**src/rtl/fetch_stage.sv**
```systemverilog
`timescale 1ns/1ps
`default_nettype none
// ============================================================================
// Module   : fetch_stage
// Purpose  : IF stage of the 16-bit pipelined CPU. Owns the PC, issues word
//            fetches to the instruction cache over a req/ready handshake and
//            drives the IF/ID pipeline register. A one-entry skid buffer
//            absorbs a fetch that completes while decode is stalled. Redirects
//            flush the stage, and halt stops fetching until reset.
// Ports    : clk, reset_n          - clock, synchronous active-low reset
//            id_stall              - decode cannot accept IF/ID this cycle
//            redirect, redirect_pc - flush and restart fetch at redirect_pc
//            halt                  - stop fetching permanently
//            i_req, i_addr         - cache request and word address
//            i_ready, i_data       - cache completion and fetched word
//            if_inst, if_pc        - IF/ID instruction and its PC+1
//            if_valid              - IF/ID holds a real instruction
//            fetch_count           - instructions loaded into IF/ID (wraps)
// Revision : 1.0 - initial release
// ============================================================================
module fetch_stage #(
  parameter logic [15:0] RESET_PC = 16'h0000,
  parameter logic [15:0] NOP_INST = 16'h0000
) (
  input  logic        clk,
  input  logic        reset_n,
  input  logic        id_stall,
  input  logic        redirect,
  input  logic [15:0] redirect_pc,
  input  logic        halt,
  output logic        i_req,
  output logic [15:0] i_addr,
  input  logic        i_ready,
  input  logic [15:0] i_data,
  output logic [15:0] if_inst,
  output logic [15:0] if_pc,
  output logic        if_valid,
  output logic [15:0] fetch_count
);

  typedef enum logic [1:0] {
    FETCH  = 2'd0,
    FULL   = 2'd1,
    DRAIN  = 2'd2,
    HALTED = 2'd3
  } fetchState_t;

  fetchState_t state;
  logic [15:0] pc;           // address of the current / next fetch
  logic [15:0] drainAddr;    // address of the request being drained
  logic [15:0] bufInst;      // skid buffer instruction (valid in FULL)
  logic [15:0] bufPc;        // skid buffer PC+1
  logic        haltPending;
  logic [15:0] pcPlusOne;

  assign pcPlusOne = pc + 16'd1;

  // The request line is gated by reset so an in-flight request is dropped
  // during the reset cycle itself, not one cycle later.
  assign i_req  = reset_n & ((state == FETCH) | (state == DRAIN));
  // While draining, the abandoned address must stay on the bus until the
  // cache answers it; the PC already holds the redirect target.
  assign i_addr = (state == DRAIN) ? drainAddr : pc;

  always_ff @(posedge clk) begin
    if (!reset_n) begin
      state       <= FETCH;
      pc          <= RESET_PC;
      drainAddr   <= RESET_PC;
      bufInst     <= NOP_INST;
      bufPc       <= RESET_PC;
      haltPending <= 1'b0;
      if_valid    <= 1'b0;
      if_inst     <= NOP_INST;
      if_pc       <= RESET_PC;
      fetch_count <= 16'd0;
    end else begin
      case (state)
        FETCH: begin
          if (redirect) begin
            pc       <= redirect_pc;
            if_valid <= 1'b0;
            if_inst  <= NOP_INST;
            if (!i_ready) begin
              drainAddr <= pc;
              state     <= DRAIN;
            end
          end else if (halt) begin
            haltPending <= 1'b1;
            if (!id_stall) begin
              if_valid <= 1'b0;
              if_inst  <= NOP_INST;
            end
            if (!i_ready) begin
              drainAddr <= pc;
              state     <= DRAIN;
            end else begin
              state <= HALTED;   // the word returned this cycle is dropped
            end
          end else if (i_ready) begin
            pc <= pcPlusOne;
            if (!id_stall) begin
              if_valid    <= 1'b1;
              if_inst     <= i_data;
              if_pc       <= pcPlusOne;
              fetch_count <= fetch_count + 16'd1;
            end else begin
              bufInst <= i_data;
              bufPc   <= pcPlusOne;
              state   <= FULL;
            end
          end else if (!id_stall) begin
            if_valid <= 1'b0;
            if_inst  <= NOP_INST;
          end
        end

        FULL: begin
          if (redirect) begin
            pc       <= redirect_pc;
            if_valid <= 1'b0;
            if_inst  <= NOP_INST;
            state    <= FETCH;
          end else if (halt) begin
            haltPending <= 1'b1;
            if (!id_stall) begin
              if_valid <= 1'b0;
              if_inst  <= NOP_INST;
            end
            state <= HALTED;
          end else if (!id_stall) begin
            if_valid    <= 1'b1;
            if_inst     <= bufInst;
            if_pc       <= bufPc;
            fetch_count <= fetch_count + 16'd1;
            state       <= FETCH;
          end
        end

        DRAIN: begin
          if (redirect) begin
            pc <= redirect_pc;
          end else if (halt) begin
            haltPending <= 1'b1;
          end
          if (redirect || !id_stall) begin
            if_valid <= 1'b0;
            if_inst  <= NOP_INST;
          end
          // The response is discarded; a halt seen in this same cycle counts.
          if (i_ready) begin
            state <= (haltPending || (halt && !redirect)) ? HALTED : FETCH;
          end
        end

        HALTED: begin
          if (!id_stall) begin
            if_valid <= 1'b0;
            if_inst  <= NOP_INST;
          end
        end

        default: state <= FETCH;
      endcase
    end
  end

endmodule
`default_nettype wire

```
**config.mk**
```make
export PLATFORM = sky130hd
export DESIGN_NAME = fetch_stage
export DESIGN_NICKNAME = d
export VERILOG_FILES = /design/src/rtl/fetch_stage.sv
export SDC_FILE = /design/constraint.sdc
export NUM_CORES = 1
export LEC_CHECK = 0
export CAP_MARGIN = 20
export CORE_MARGIN = 2
export CORE_UTILIZATION = 53
export DETAILED_ROUTE_END_ITERATION = 10
export GPL_TIMING_DRIVEN = 0
export HOLD_SLACK_MARGIN = 0.12
export PLACE_DENSITY = 0.76
export SETUP_SLACK_MARGIN = 0.1
export SYNTH_ARGS = -nofsm -noshare
export SYNTH_HDL_FRONTEND = slang
export SYNTH_SLANG_ARGS = --single-unit
```
**constraint.sdc**
```tcl
create_clock -name clk -period 2.2 [get_ports clk]
set_input_delay 0.55 -clock clk [delete_from_list [all_inputs] [get_ports clk]]
set_output_delay 0.55 -clock clk [all_outputs]
set_load 0.01 [all_outputs]
```
### Word level (Yosys, flattened, before mapping)

Index checks and enable logic that the tools add are counted.

* word-level logic and storage cells: 111
* register bits: 116

* add/subtract/negate cells: 2
* eq/ne operators: 20
* reduce and logical (&&, ||, !) cells: 20
* muxes and demuxes: 55
* bitwise operators: 4

Operators by type and width (number)
* $mux 16: 30
* $pmux 16 s2: 3
* $pmux 16 s4: 1
* $add 16x1->16 const B: 2
* $mux 2: 10
* $ne 2x2->1 const B: 8
* $ne 4x4->1 const B: 3
* $reduce_and 6->1: 2
* $mux 1: 9
* $ne 3x3->1 const B: 3
* $reduce_and 8->1: 1
* $pmux 2 s3: 1
* $reduce_and 3->1: 2
* $reduce_bool 2->1: 3
* $ne 5x5->1 const B: 1
* $reduce_and 5->1: 1
* $eq 2x2->1 const B: 2
* $ne 2x1->1 const B: 2
* $pmux 1 s4: 1
* $reduce_and 4->1: 1
* $reduce_bool 3->1: 1
* $reduce_or 3->1: 1
* $eq 2x1->1 const B: 1
* $logic_not 1->1: 2
* other kinds (8): 10

### Longest topological paths before layout

Gate-level depths: netlist of the first run.

* depth after elaboration: 6
* mapped depth: 9
* gate-level depth less buffers: 6

### Least setup slack after synthesis of the first run

No wires, ideal clock.

* path type: reg2out
* start point: reg state[0]
* end point: out i_addr[0]
* arrival: 1355 ps
* setup slack: 295 ps
* cell stages (with the launch flop): 5
* cells stage by stage: dfxtp_1 inv_1 ha_1 buf_1 mux2_2

* cells in the longest elaborated chain, start to end: 2

RTL lines
* start: declaration: line 48 `fetchState_t state;`
* start signal: assignment: line 152 `state <= (haltPending || (halt && !redirect)) ? HALTED : FETCH;`
* $eq 2x2->1: line 63 `assign i_addr = (state == DRAIN) ? drainAddr : pc;`
* $mux 16: line 63
* end: declaration: line 32 `output logic [15:0] i_addr,`

No other way between the ends.

### Final worst setup path of the first run

* start point: reg state[0]
* end point: out i_addr[14]

Same word-level chain as after synthesis.

==> impl.org, run 1 <==
** Outcome
- Outcome :: finished with violations
- Violated checks :: setup timing

** Hold path
- Endpoint of the worst hold path :: bufPc[1]$_SDFFE_PN0P_
- HP Class :: flop to flop
- Worst hold stages :: 2
- In this run the most critical hold path is launched from bufPc[1]$_SDFFE_PN0P_.

** Floorplan
- For this design the top-level I/O count stands at 104.
- The initial utilization of the core area, before any placement, comes to 0.542.
- The die covers 11900 sq um.
- The floorplan step set the die width to 109 um.
- After floorplanning, the core was divided into 38 placement rows.
- Die Height :: 109 um
- The floorplan step defined a core boundary enclosing 10800 sq um.

** CTS
- Total clock sinks :: 116
- The clock reaches the later pin of the worst-skew pair after 530 ps.
- Bufs on Longest Clock Path :: 2
- Clock root buffer :: clkbuf_8
- Clock slew at the register clock pins of the worst setup and hold paths :: 60 ps
- Clock buffers created by TritonCTS :: 17
- The H-tree was split into 4 levels.
- TritonCTS clock tree :: done
- For this design, the CTS-stage hold fixing added 0 buffers.

** Timing
- Fmax :: 431 MHz
- Hold violation count in the final report :: 0
- Worst relative slew slack :: 0.554
- Worst-margin pin slew :: 669 ps
- Counting I/O delays and the setup requirement, the final critical path takes 2320 ps.
- Setup violations remaining at the end of the flow were counted as 17.
- Final Max Slew Viols :: 0
- Final clock period utilization by the worst path :: 1.06
- Setup repair after global routing could not meet its margin everywhere.
- Setup tns final :: -1660 ps
- Final setup skew :: 11.8 ps
- Final WS setup :: -122 ps

** Layout
- Ant. Diodes :: 0
- With fillers left out, the area of the finished cells amounts to 8050 sq um.
- In the final layout, the share of cells above drive strength 1 is 0.208.
- Excluding fillers, the count of instances in the completed layout stands at 1005.
- In the final layout, flip-flops and latches occupy 2340 sq um.
- Filler cell count :: 783
- Synth-to-layout area growth :: 37.7%
- Post-layout net count :: 897
- Summing all multi-input logic gate instances after layout gives 3330 sq um.

** Logic synthesis
- Sequential share of the synthesized area :: 0.397
- The synthesized design contains 0 enable-type register cells.
- Post-Syn Area per Cell :: 8.18 sq um
- The Yosys step of the flow raised 0 warnings.
- The synthesized netlist contains 61 unique library cells.
- After synthesis, the share of flip-flops with an asynchronous set or reset is 0.
- For this run, the leading register cell type out of synthesis is dfxtp_1.
- Counting flops and latches in the post-synthesis netlist gives 116.
- Number of instances in the synthesized netlist :: 715
- When the netlist entered floorplanning its net count stood at 760.
- The synthesized netlist occupies a cell area of 5850 sq um.

** Power
- The worst-case IR drop observed on VDD is 0.706 mV.
- Summed over all cells, the static leakage comes to 2.93 nW.
- P per Cell Area :: 1040 nW/um^2

** GRT
- Largest net degree at the start of global routing :: 17
- The initial antenna violation count came to 0.
- Global-route wire length before repair :: 29600 um
- Total global routing overflow :: 0
- The number of global-route vias before repair came to 5894.
- In the global route stage, overall resource usage came out at 0.322.

** Setup path
- By startpoint and endpoint, the worst setup path is classified as flop to output port.
- Startpoint type of the worst setup path :: flop
- On the critical path, the stage with the largest delay is an instance of dfxtp_2.
- STA puts the critical path data required time at 1650 ps.
- The startpoint identified for the worst register-to-register timing path is state[1]$_SDFFE_PN0P_.
- Setup crit end kind :: output port
- Ordered cell list for the critical path :: inv_2 > ha_4 > clkbuf_16 > mux2_4 > buf_6
- Worst reg-to-reg path cell count :: 8
- Critical-path maximum fanout :: 5
- Delay-heaviest family, CP :: buffers and inverters
- Critical R2R Capture :: fetch_count[15]$_SDFFE_PN0P_
- CP Data Arrival Time :: 1770 ps
- The number of buffers and inverters on the critical path is 3.
- Register-to-register setup slack :: 170 ps
- CP peak stage delay :: 330 ps

** Run
- Number of maximum-capacitance violations :: 0

** Drt
- WL/cell :: 19.2 um
- Using the TritonRoute via totals, the vias-per-cell ratio works out to 6.17.
- Antenna Nets Post-Route :: 0
- Initial DRC count :: 488
- For this run, the detailed router's first-pass iteration total came to 6.
- In the routed design, unresolved DRC markers number 0.
- Post-Route WL :: 19300 um
- Across all layers, the routed design uses 6199 vias.

** Placed design
- Summing all placed instances gives a cell area of 7030 sq um.
- Post-detailed-placement half-perimeter wirelength :: 12900 um
- The count of buffers added on input and output ports is 101.
- Once placement completed, the tool counted placed cells totaling 956.
- At the end of routability-driven placement, the weighted congestion stood at 0.896.
## state kept, by name, indices dropped and copies added (netlist names)
register and count:
bufInst 16, bufPc 16, drainAddr 16, fetch_count 16, haltPending 1, if_inst 16, if_pc 16, if_valid 1
pc 16, state 2
## cell type report
type | count | area share
sequential | 116 | 0.290
multi-input combinational | 520 | 0.414
buffer | 64 | 0.0486
inverter | 15 | 0.00699
clock buffer | 18 | 0.0532
clock inverter | 14 | 0.0187
timing repair buffer | 118 | 0.146
tap | 140 | 0.0218
## layer usage
layer / global-route usage / vias to the layer above / routed length (um)
li1: - / 2845 / -
met1: 0.398 / 2991 / 7950
met2: 0.531 / 310 / 9410
met3: 0.0765 / 53 / 1370
met4: 0.147 / 0 / 592
met5: 0 / - / 0
## worst register-to-register path: stages (launching register included)
cell     delay [ps]
dfxtp_4         370
inv_1            70
ha_1            220
buf_6           160
mux2_4          220
buf_4           130
nand3_4         120
or4_1           510
a21oi_1         150
## metrics by stage
stage / setup WS, ps / power, W / util / hold slack [ps]
after detailed placement: -588 / 0.00500 / 0.652 / 448
after CTS: -111 / 0.00811 / 0.728 / 458
after global routing: -173 / 0.00872 / 0.746 / 479
final: -122 / 0.00841 / 0.746 / 457
after global placement: -595 / 0.00494 / 0.652 / 438
after floorplan: 295 / 0.00411 / - / 433
## cells in the final DEF, fill, tap and decap left out, types with 4 or more instances in the layout
master,instances
a21oi_1,68
a22oi_1,14
a31oi_1,4
and2_1,16
buf_2,17
buf_4,21
buf_6,20
clkbuf_1,17
clkbuf_16,17
clkbuf_2,9
clkbuf_4,8
clkdlybuf4s50_1,83
dfxtp_1,108
dfxtp_2,6
ha_1,6
inv_1,13
inv_6,4
mux2_2,13
mux2_4,16
mux2i_1,11
nand2_1,105
nand2b_1,6
nand3_1,43
nand4_1,8
nor2_1,31
nor3_1,13
nor4_1,6
o211ai_1,6
o21ai_0,33
o221ai_1,11
o22ai_1,14
o31ai_1,5
or3_1,8
xnor2_1,11
xor2_1,4
## power by group
| group | switching (W) | internal [W] |
|---|---|---|
| clock | 0.00107 | 0.00165 |
| combinational | 0.00170 | 0.00143 |
| sequential | 0.000231 | 0.00232 |
## kinds of logic after synthesis
family,after synthesis,synth area share
compound gates,184,0.196
fa+ha+maj,7,0.0150
flops,116,0.397
mux,40,0.0747
buf+inv,79,0.0588
xor+xnor,15,0.0225
simple gates,274,0.236
## cell usage after synthesis, types with 4 or more instances
cell | n | area share
o21ai_0 | 34 | 0.029
nand3_1 | 45 | 0.039
xnor2_1 | 11 | 0.016
xor2_1 | 4 | 0.0060
a22oi_1 | 14 | 0.018
nor2b_1 | 4 | 0.0043
ha_1 | 7 | 0.015
a21oi_1 | 69 | 0.059
clkbuf_1 | 29 | 0.019
nor3_1 | 13 | 0.011
and2_1 | 16 | 0.017
buf_4 | 4 | 0.0051
nor2_1 | 34 | 0.022
nor4_1 | 6 | 0.0064
buf_2 | 25 | 0.021
or3_1 | 8 | 0.0086
o31ai_1 | 5 | 0.0064
nand4_1 | 8 | 0.0086
o22ai_1 | 15 | 0.016
o221ai_1 | 12 | 0.018
inv_1 | 14 | 0.0090
or4_1 | 4 | 0.0051
nand2_1 | 107 | 0.069
buf_1 | 5 | 0.0032
mux2_2 | 29 | 0.056
a31oi_1 | 4 | 0.0043
o211ai_1 | 6 | 0.0077
nand2b_1 | 6 | 0.0064
mux2i_1 | 11 | 0.019
dfxtp_1 | 116 | 0.40
## what timing repair did
action	CTS	global route
gates resized for setup	128	67
setup buffers	8	6
setup endpoints to repair	60	88
pin swaps	2	6
cloned	2	1
## how the worst max path moves through the flow
stage,startpoint,to,depth (start not counted)
after global placement,redirect,if_pc[6]$_SDFFE_PN0P_,7
after CTS,state[0]$_SDFFE_PN0P_,i_addr[14],5
after global routing,state[0]$_SDFFE_PN0P_,i_addr[11],5
final,state[0]$_SDFFE_PN0P_,i_addr[14],5
after floorplan,state[0]$_SDFFE_PN0P_,i_addr[0],4
after detailed placement,redirect,if_pc[6]$_SDFFE_PN0P_,7
No activity file was read; power rests on OpenSTA's default activity.
==> run 2, diff against run 1 <==
ABC_AREA = 1   (was not set)
CORE_UTILIZATION = 54   (was 53)
CTS_CLUSTER_DIAMETER = 80   (was not set)
PLACE_DENSITY = 0.77   (was 0.76)
SETUP_SLACK_MARGIN = not set   (was 0.1)
==> run 2 against run 1 <==
Effect of this change:
- the flow now finishes without violations
- non-clock buffer count is 21 lower
- largest power group unchanged
- critical path depth is 2 higher
- core utilization is 2.1 points lower
- critical path type unchanged
- global-route usage is 0.37 points higher
- count of clock-buffer cells in the layout is 5 higher
- via count is 8.8% higher
- sequential power is 11% higher
- setup slack better by 170 ps
- clock skew is 2.8 ps lower
- synthesized cell count is 31% higher
- worst hold slack worse by 13 ps
- area after synthesis is 4.5% higher
==> impl.org, run 2 <==
** Outcome
- The flow ran to the end, and the final reports show no timing, DRC or antenna violations.

** CTS
- Total clock sinks :: 116
- Clock buffers created by TritonCTS :: 17
- Skew-Pair Late Insertion Delay :: 430 ps
- Clock tree synthesis selected as its root buffer the cell clkbuf_16.
- TritonCTS clock tree :: done
- In this run the deepest clock path goes through 2 buffers.
- Max H-tree Level :: 4
- After clock tree synthesis, the flow added hold-fix buffers numbering 0.
- Clock slew at the register clock pins of the worst setup and hold paths :: 50 ps

** Drt
- In the routed layout, each cell is associated on average with a via count of 5.54.
- Post-Route WL :: 19100 um
- Dividing the detail-routed wire length by the instance count gives 15.7 um.
- In this run the remaining antenna-violating nets after routing total 0.
- The first routing iteration left 512 violations.
- The first detailed-routing pass took 5 iterations.
- Detailed routing inserted a total of 6743 vias.
- In the routed design, unresolved DRC markers number 0.

** Timing
- Setup repair after global routing left no endpoint under its margin.
- Clock skew on the completed layout was measured at 9.01 ps.
- Final Max Slew Viols :: 0
- Final clock period utilization by the worst path :: 0.978
- Setup Viol. Count Final :: 0
- Worst relative slew slack :: 0.527
- Hold violation count in the final report :: 0
- Setup slack on the critical path of the routed design comes to 47.7 ps.
- Timing would allow up to 465 MHz.
- At the pin with the least slew margin, the transition time is 710 ps.
- The smallest clock period supported by the final layout is computed as 2150 ps.

** Layout
- After filler insertion, the fill cell instance count of the layout stands at 957.
- Leaving out filler cells and counting taps, the final layout contains 1218.
- The repair_antennas step left the layout with diodes totalling 0.
- Most frequent cells in the layout :: 212 x nand2_1, 131 x a21oi_1, 114 x dfxtp_1
- Most common library cell in the layout ignoring fill and taps :: nand2_1
- In the final layout, flip-flops and latches occupy 2330 sq um.
- The multi-input combinational cells in the finished layout cover a total of 3210 sq um.
- The final layout contains 1111 nets.
- The area growth from synthesis to layout is 29.6%.
- Fraction of layout cells with a size suffix above 1 :: 0.0955
- Final core utilization :: 0.725

** GRT
- The initial antenna violation count is 0.
- The number of global-route vias before repair is 6233.
- The first global-routing pass estimated 30600 um of wire.
- Overall routing resource usage :: 0.326
- Largest net degree at the start of global routing :: 17
- Total global routing overflow :: 0

** Logic synthesis
- In this run the cell area of the synthesized design comes to 6110 sq um.
- Warnings from Yosys :: 0
- Cell types with the highest counts after synthesis :: 212 x nand2_1, 131 x a21oi_1, 116 x dfxtp_1
- Dividing the synthesized area by the synthesized cell count gives 6.50 sq um.
- Number of instances in the synthesized netlist :: 940
- EDFF count, synth :: 0
- Cell types occupying the most area after synthesis :: dfxtp_1 38%, nand2_1 13%, a21oi_1 11%, o21ai_0 9.3%, nor2_1 6.4%
- Most used flip-flop cell after synthesis :: dfxtp_1
- The synthesized design contains 116 register bits.
- Most frequent cell after synthesis :: nand2_1
- Syn nets :: 985
- Post-synthesis cell type with the largest combined area :: dfxtp_1
- Synthesis instantiated 34 different standard cells from the library.
- The share of the Yosys chip area taken by registers is 0.380.
- Share of flip-flops with an asynchronous set or reset after synthesis :: 0
- Of the post-synthesis cell area, the dominant cell type holds 0.380.

** Setup path
- Startpoint type of the worst setup path :: flop
- Critical-path maximum fanout :: 10
- Setup crit end kind :: output port
- Data required, critical path :: 1650 ps
- Worst Setup Path Type :: flop to output port
- For the worst setup path, the data arrival time is 1600 ps.

** Power
- For this design the ratio of total power to cell area is 1110 nW/um^2.
- Of the total power, the share spent switching nets is 0.392.
- Internal :: 0.00536 W
- NetSw :: 0.00345 W
- Across the VDD grid, the largest voltage drop is 0.749 mV.
- Combinational power share :: 0.380
- Fraction of power consumed by the clock network :: 0.299
- In this run the static leakage power is 3.26 nW.
- Of the total power, registers draw 0.321.

** Placed design
- Count of input and output buffers :: 103
- Placed Instances :: 1183
- After legalization and detailed placement, the total HPWL measured 13500 um.
- Routability-driven placement finished with a final weighted congestion of 0.930.
- DP Worst Slack :: -751 ps

** Floorplan
- In this run the core area contains 38 standard-cell rows.
- The die covers 12200 sq um.
- The total area inside the core boundary comes to 10900 sq um.
- The initial utilization of the core area, before any placement, comes to 0.559.
- I/O pin total :: 104
- Die Height :: 110 um
- The die is 110 um wide.

** Hold path
- The path class of the tightest hold or removal check is flop to flop.

** Run
- Number of maximum-capacitance violations :: 0
-- run 2: worst max-delay path, stage by stage, from the launching register on --
cell       delay [ps]
dfxtp_4           360
inv_4              40
ha_4              170
clkbuf_8          150
clkbuf_16         160
nand2_1            60
o21ai_0            80
buf_2             150
-- run 2: per-layer routing --
| metal | GRT usage | part of all wire | routed length (um) | vias to the layer above |
|---|---|---|---|---|
| met2 | 0.547 | 0.47 | 8960 | 283 |
| met5 | 0 | 0 | 0 | - |
| met4 | 0.143 | 0.030 | 565 | 0 |
| met3 | 0.0658 | 0.083 | 1580 | 46 |
| met1 | 0.404 | 0.42 | 8010 | 3095 |
| li1 | - | - | - | 3319 |
-- run 2: cells by family (layout without fill, tap and decap cells) --
family | after synthesis | after routing | synth area share
adder cells (fa/ha/maj) | 7 | 7 | 0.0143
XOR/XNOR | 11 | 11 | 0.0158
AO/OA/AOI/OAI | 271 | 271 | 0.227
AND/OR/NAND/NOR | 390 | 390 | 0.264
buffers and inverters | 145 | 283 | 0.0989
flip-flops | 116 | 116 | 0.380
-- run 2: power groups by stage --
stage | clock (W) | combinational [W] | sequential, W
after floorplan | 0 | 0.00194 | 0.00281
after detailed placement | 0 | 0.00323 | 0.00283
final | 0.00264 | 0.00335 | 0.00283
after CTS | 0.00261 | 0.00331 | 0.00281
after global placement | 0 | 0.00320 | 0.00283
after global routing | 0.00271 | 0.00371 | 0.00287
-- run 2: path summary, 6_finish.rpt --
check | from | endpoint | slack [ps] | cells past startpoint
setup reg to reg | state[0]$_SDFFE_PN0P_ | pc[3]$_SDFFE_PN0P_ | 90 | 10
hold / removal | bufInst[9]$_SDFFE_PN0P_ | bufInst[9]$_SDFFE_PN0P_ | 440 | 2
setup / recovery | state[0]$_SDFFE_PN0P_ | i_addr[14] | 50 | 7
hold reg to reg | bufInst[9]$_SDFFE_PN0P_ | bufInst[9]$_SDFFE_PN0P_ | 440 | 2
-- run 2: area by class of cell --
| cell class | count | share of cell area |
|---|---|---|
| multi-input combinational | 679 | 0.405 |
| sequential | 116 | 0.294 |
| timing repair buffer | 108 | 0.127 |
| clock buffer | 23 | 0.0603 |
| inverter | 91 | 0.0439 |
| buffer | 53 | 0.0374 |
| tap | 140 | 0.0221 |
| clock inverter | 8 | 0.00979 |
-- run 2: what timing repair did --
item / in CTS / in global routing
pin swaps: 0 / 1
gates resized for setup: 69 / 15
gates cloned: 0 / 0
setup buffers: 4 / 1
endpoints found under the setup margin: 17 / 25
-- run 2: metrics by stage --
stage	hold slack [ps]	TNS, ps	total power, W	instance area [sq um]
finish	444	0	0.00881	7920
detailed placement	441	-23150	0.00606	7320
floorplan	420	0	0.00475	6110
global route	471	0	0.00929	7920
CTS	444	0	0.00873	7940
global placement	433	-22170	0.00603	7320
==> run 3, diff against run 2 <==
CORE_UTILIZATION = 58   (was 54)
PLACE_DENSITY = 0.82   (was 0.77)
clock period = 2.6 ns   (was 2.2 ns; I/O delays follow)
==> run 3 against run 2 <==
Effect of this change:
- die area is 6.7% lower
- global-route usage is 0.89 points higher
- clock power is 12% lower
- clock skew is 1.4 ps higher
- core utilization is 4.5 points higher
- critical endpoint is now i_addr[1]
- largest cell class unchanged
- largest power group unchanged
- highest routed layer unchanged
==> impl.org, run 3 (synthesis gave the netlist of run 2 again) <==
** CTS
- Number of buffers inserted by hold repair at cts :: 0
- Total clock sinks :: 116
- Clock slew at the register clock pins of the worst setup and hold paths :: 60 ps
- Max H-tree Level :: 4
- CTS placed an instance of clkbuf_8 at the clock tree root.
- TritonCTS built the clock tree.
- Skew-Pair Late Insertion Delay :: 530 ps
- The longest clock path from root to sink contains 2 buffers.
- Counting the buffers created by CTS gives 17.

** Layout
- At the end of the flow the core is filled with cells to 0.769.
- After the last flow step, the layout net total stands at 1107.
- Post-route cell area :: 7910 sq um
- Leaving out fill and tap cells, the most frequent cell in the layout is nand2_1.
- Seq. cell area :: 2320 sq um
- Synth-to-layout area growth :: 29.3%
- Once layout is complete, the cells apart from fillers number 1211.
- Of the cells placed in the final design, the portion with a size suffix greater than 1 is 0.0865.
- Ant. Diodes :: 0
- Filler cell count :: 846
- Leaving out fill and tap cells, the most frequent cells in the layout are 212 x nand2_1, 131 x a21oi_1, 115 x dfxtp_1.
- Multi-input combinational cell area :: 3210 sq um

** Setup path
- Worst Setup Path Type :: flop to output port
- Ordered cell list for the critical path :: inv_4 > ha_4 > buf_4 > clkbuf_8 > nand2_1 > nand2_1 > dlygate4sd2_1
- Broken down by cell family, the worst path's largest delay share belongs to buffers and inverters.
- CP Data Arrival Time :: 1870 ps
- Setup crit end kind :: output port
- Crit-path slowest cell :: dfxtp_2
- In this design, the stage delay of the slowest critical-path cell is 370 ps.
- At the worst endpoint, the required time is 1950 ps.
- Buffers & Inverters on Critical Path :: 4
- Critical-path maximum fanout :: 10
- Startpoint type of the worst setup path :: flop
- The cell that appears most often on the critical path is nand2_1.

** Power
- The share of total power dissipated in sequential elements is 0.319.
- Total leakage power :: 3.28 nW
- NetSw :: 0.00300 W
- Combinational power share :: 0.368
- Internal power comes to 0.00448 W.
- P per Cell Area :: 946 nW/um^2
- The worst-case IR drop observed on VDD is 0.618 mV.
- Sw Share :: 0.401
- Final Power :: 0.00748 W
- Fraction of power consumed by the clock network :: 0.312

** GRT
- Total global routing overflow :: 0
- Entering global routing, the biggest net connects 17 pins.
- Global-route wire length before repair :: 30200 um
- Initial antenna violation count :: 0
- Vias in the first global route :: 6210
- Across every metal layer, demand over resource in global routing totals 0.335.

** Timing
- Final clock period utilization by the worst path :: 0.969
- Hold violation count in the final report :: 0
- Unrepaired setup endpoints after global routing :: false
- Subtracting the final worst setup slack from the clock period gives 2520 ps.
- Setup tns final :: 0 ps
- The max-slew violation count came to 0.
- Setup Viol. Count Final :: 0
- Worst-margin pin slew :: 640 ps
- Fmax :: 397 MHz
- Measured against its own limit, the worst slew margin works out to 0.573.
- Final setup skew :: 10.5 ps

** Drt
- For this run, design rule violations remaining after detail routing come to 0.
- After detailed routing, the average wire length per cell comes to 15.7 um.
- Vias per inst :: 5.63
- The final layout contains routed wiring with a total length of 19000 um.
- In this run, the number of DRC markers left after iteration 0 of detailed routing was 626.
- Antenna Nets Post-Route :: 0
- The first TritonRoute pass finished after 7 iterations.
- For this block, the via count after detailed routing is 6820.

** Outcome
- The flow ran to the end, and the final reports show no timing, DRC or antenna violations.

** Run
- The tool flagged a number of max-cap violations equal to 0.

** Floorplan
- 104 I/O pins were placed.
- Area of the core region :: 10300 sq um
- The initialized floorplan defines 37 standard-cell rows.
- Area of the die :: 11400 sq um
- The initial utilization of the core area, before any placement, comes to 0.595.
- The die is 107 um wide.
- The die is 107 um tall.

** Placed design
- Once placement finished, the instance area stood at 7310 sq um.
- Routability-driven placement finished with a final weighted congestion of 0.961.
- Detailed placement finished with a half-perimeter wire length of 13200 um.
- In this run, placement finished with an instance count of 1179.
- During placement, the flow inserted port buffers numbering 103.

** Hold path
- HP Class :: flop to flop
-- run 3: cell types whose count changed in the layout (fill, tap and decap cells not counted), sizes merged, moves of 3 or more --
cell and change:
inv +7, dlygate4sd2 +10, clkinvlp -4, clkbuf -5, buf -13, clkinv +3
-- run 3: stage by stage --
stage               hold WS, ps  setup slack, ps
finish                      443             80.7
global route                453             3.27
CTS                         443            -8.33
detailed placement          435             -521
global placement            431             -557
floorplan                   420              621
-- run 3: worst reg2reg max path: cells and delay by family, from the launching register on --
kind,cells,cell delay [ps]
buffers and inverters,3,620
adders and majority gates,1,250
DFF,1,410
and+or+nand+nor,1,470
AOI/OAI and AO/OA,2,360
-- run 3: layer usage --
layer,GRT usage,wire [um]
met1,0.426,7460
met2,0.561,9200
met3,0.0596,1820
met4,0.136,507
met5,0,0
-- run 3: power groups by stage --
stage	Clock [W]	Combinational (W)	Sequential, W
after floorplan	0	0.00164	0.00237
after global placement	0	0.00269	0.00239
after detailed placement	0	0.00271	0.00240
after CTS	0.00232	0.00271	0.00237
after global routing	0.00240	0.00303	0.00242
final	0.00233	0.00275	0.00239
-- run 3: area by class of cell --
class	count	share of cell area
multi-input cells	679	0.406
clock inverters	15	0.0214
repair buffers	104	0.126
clock buffers	17	0.0524
plain buffers	53	0.0350
flip-flops and latches	116	0.294
well taps	136	0.0215
inverters	91	0.0440
-- run 3: final timing paths --
path / start / end / slack (ps) / depth (start not counted)
max: state[0]$_SDFFE_PN0P_ / i_addr[1] / 80 / 7
max reg2reg: state[1]$_SDFFE_PN0P_ / pc[14]$_SDFFE_PN0P_ / 380 / 7
min: bufInst[9]$_SDFFE_PN0P_ / bufInst[9]$_SDFFE_PN0P_ / 440 / 2
min reg2reg: bufInst[9]$_SDFFE_PN0P_ / bufInst[9]$_SDFFE_PN0P_ / 440 / 2
-- run 3: timing repair --
item,CTS,global route
setup endpoints to repair,17,10
setup buffers,1,0
resized for setup,32,15
pin swaps,0,0
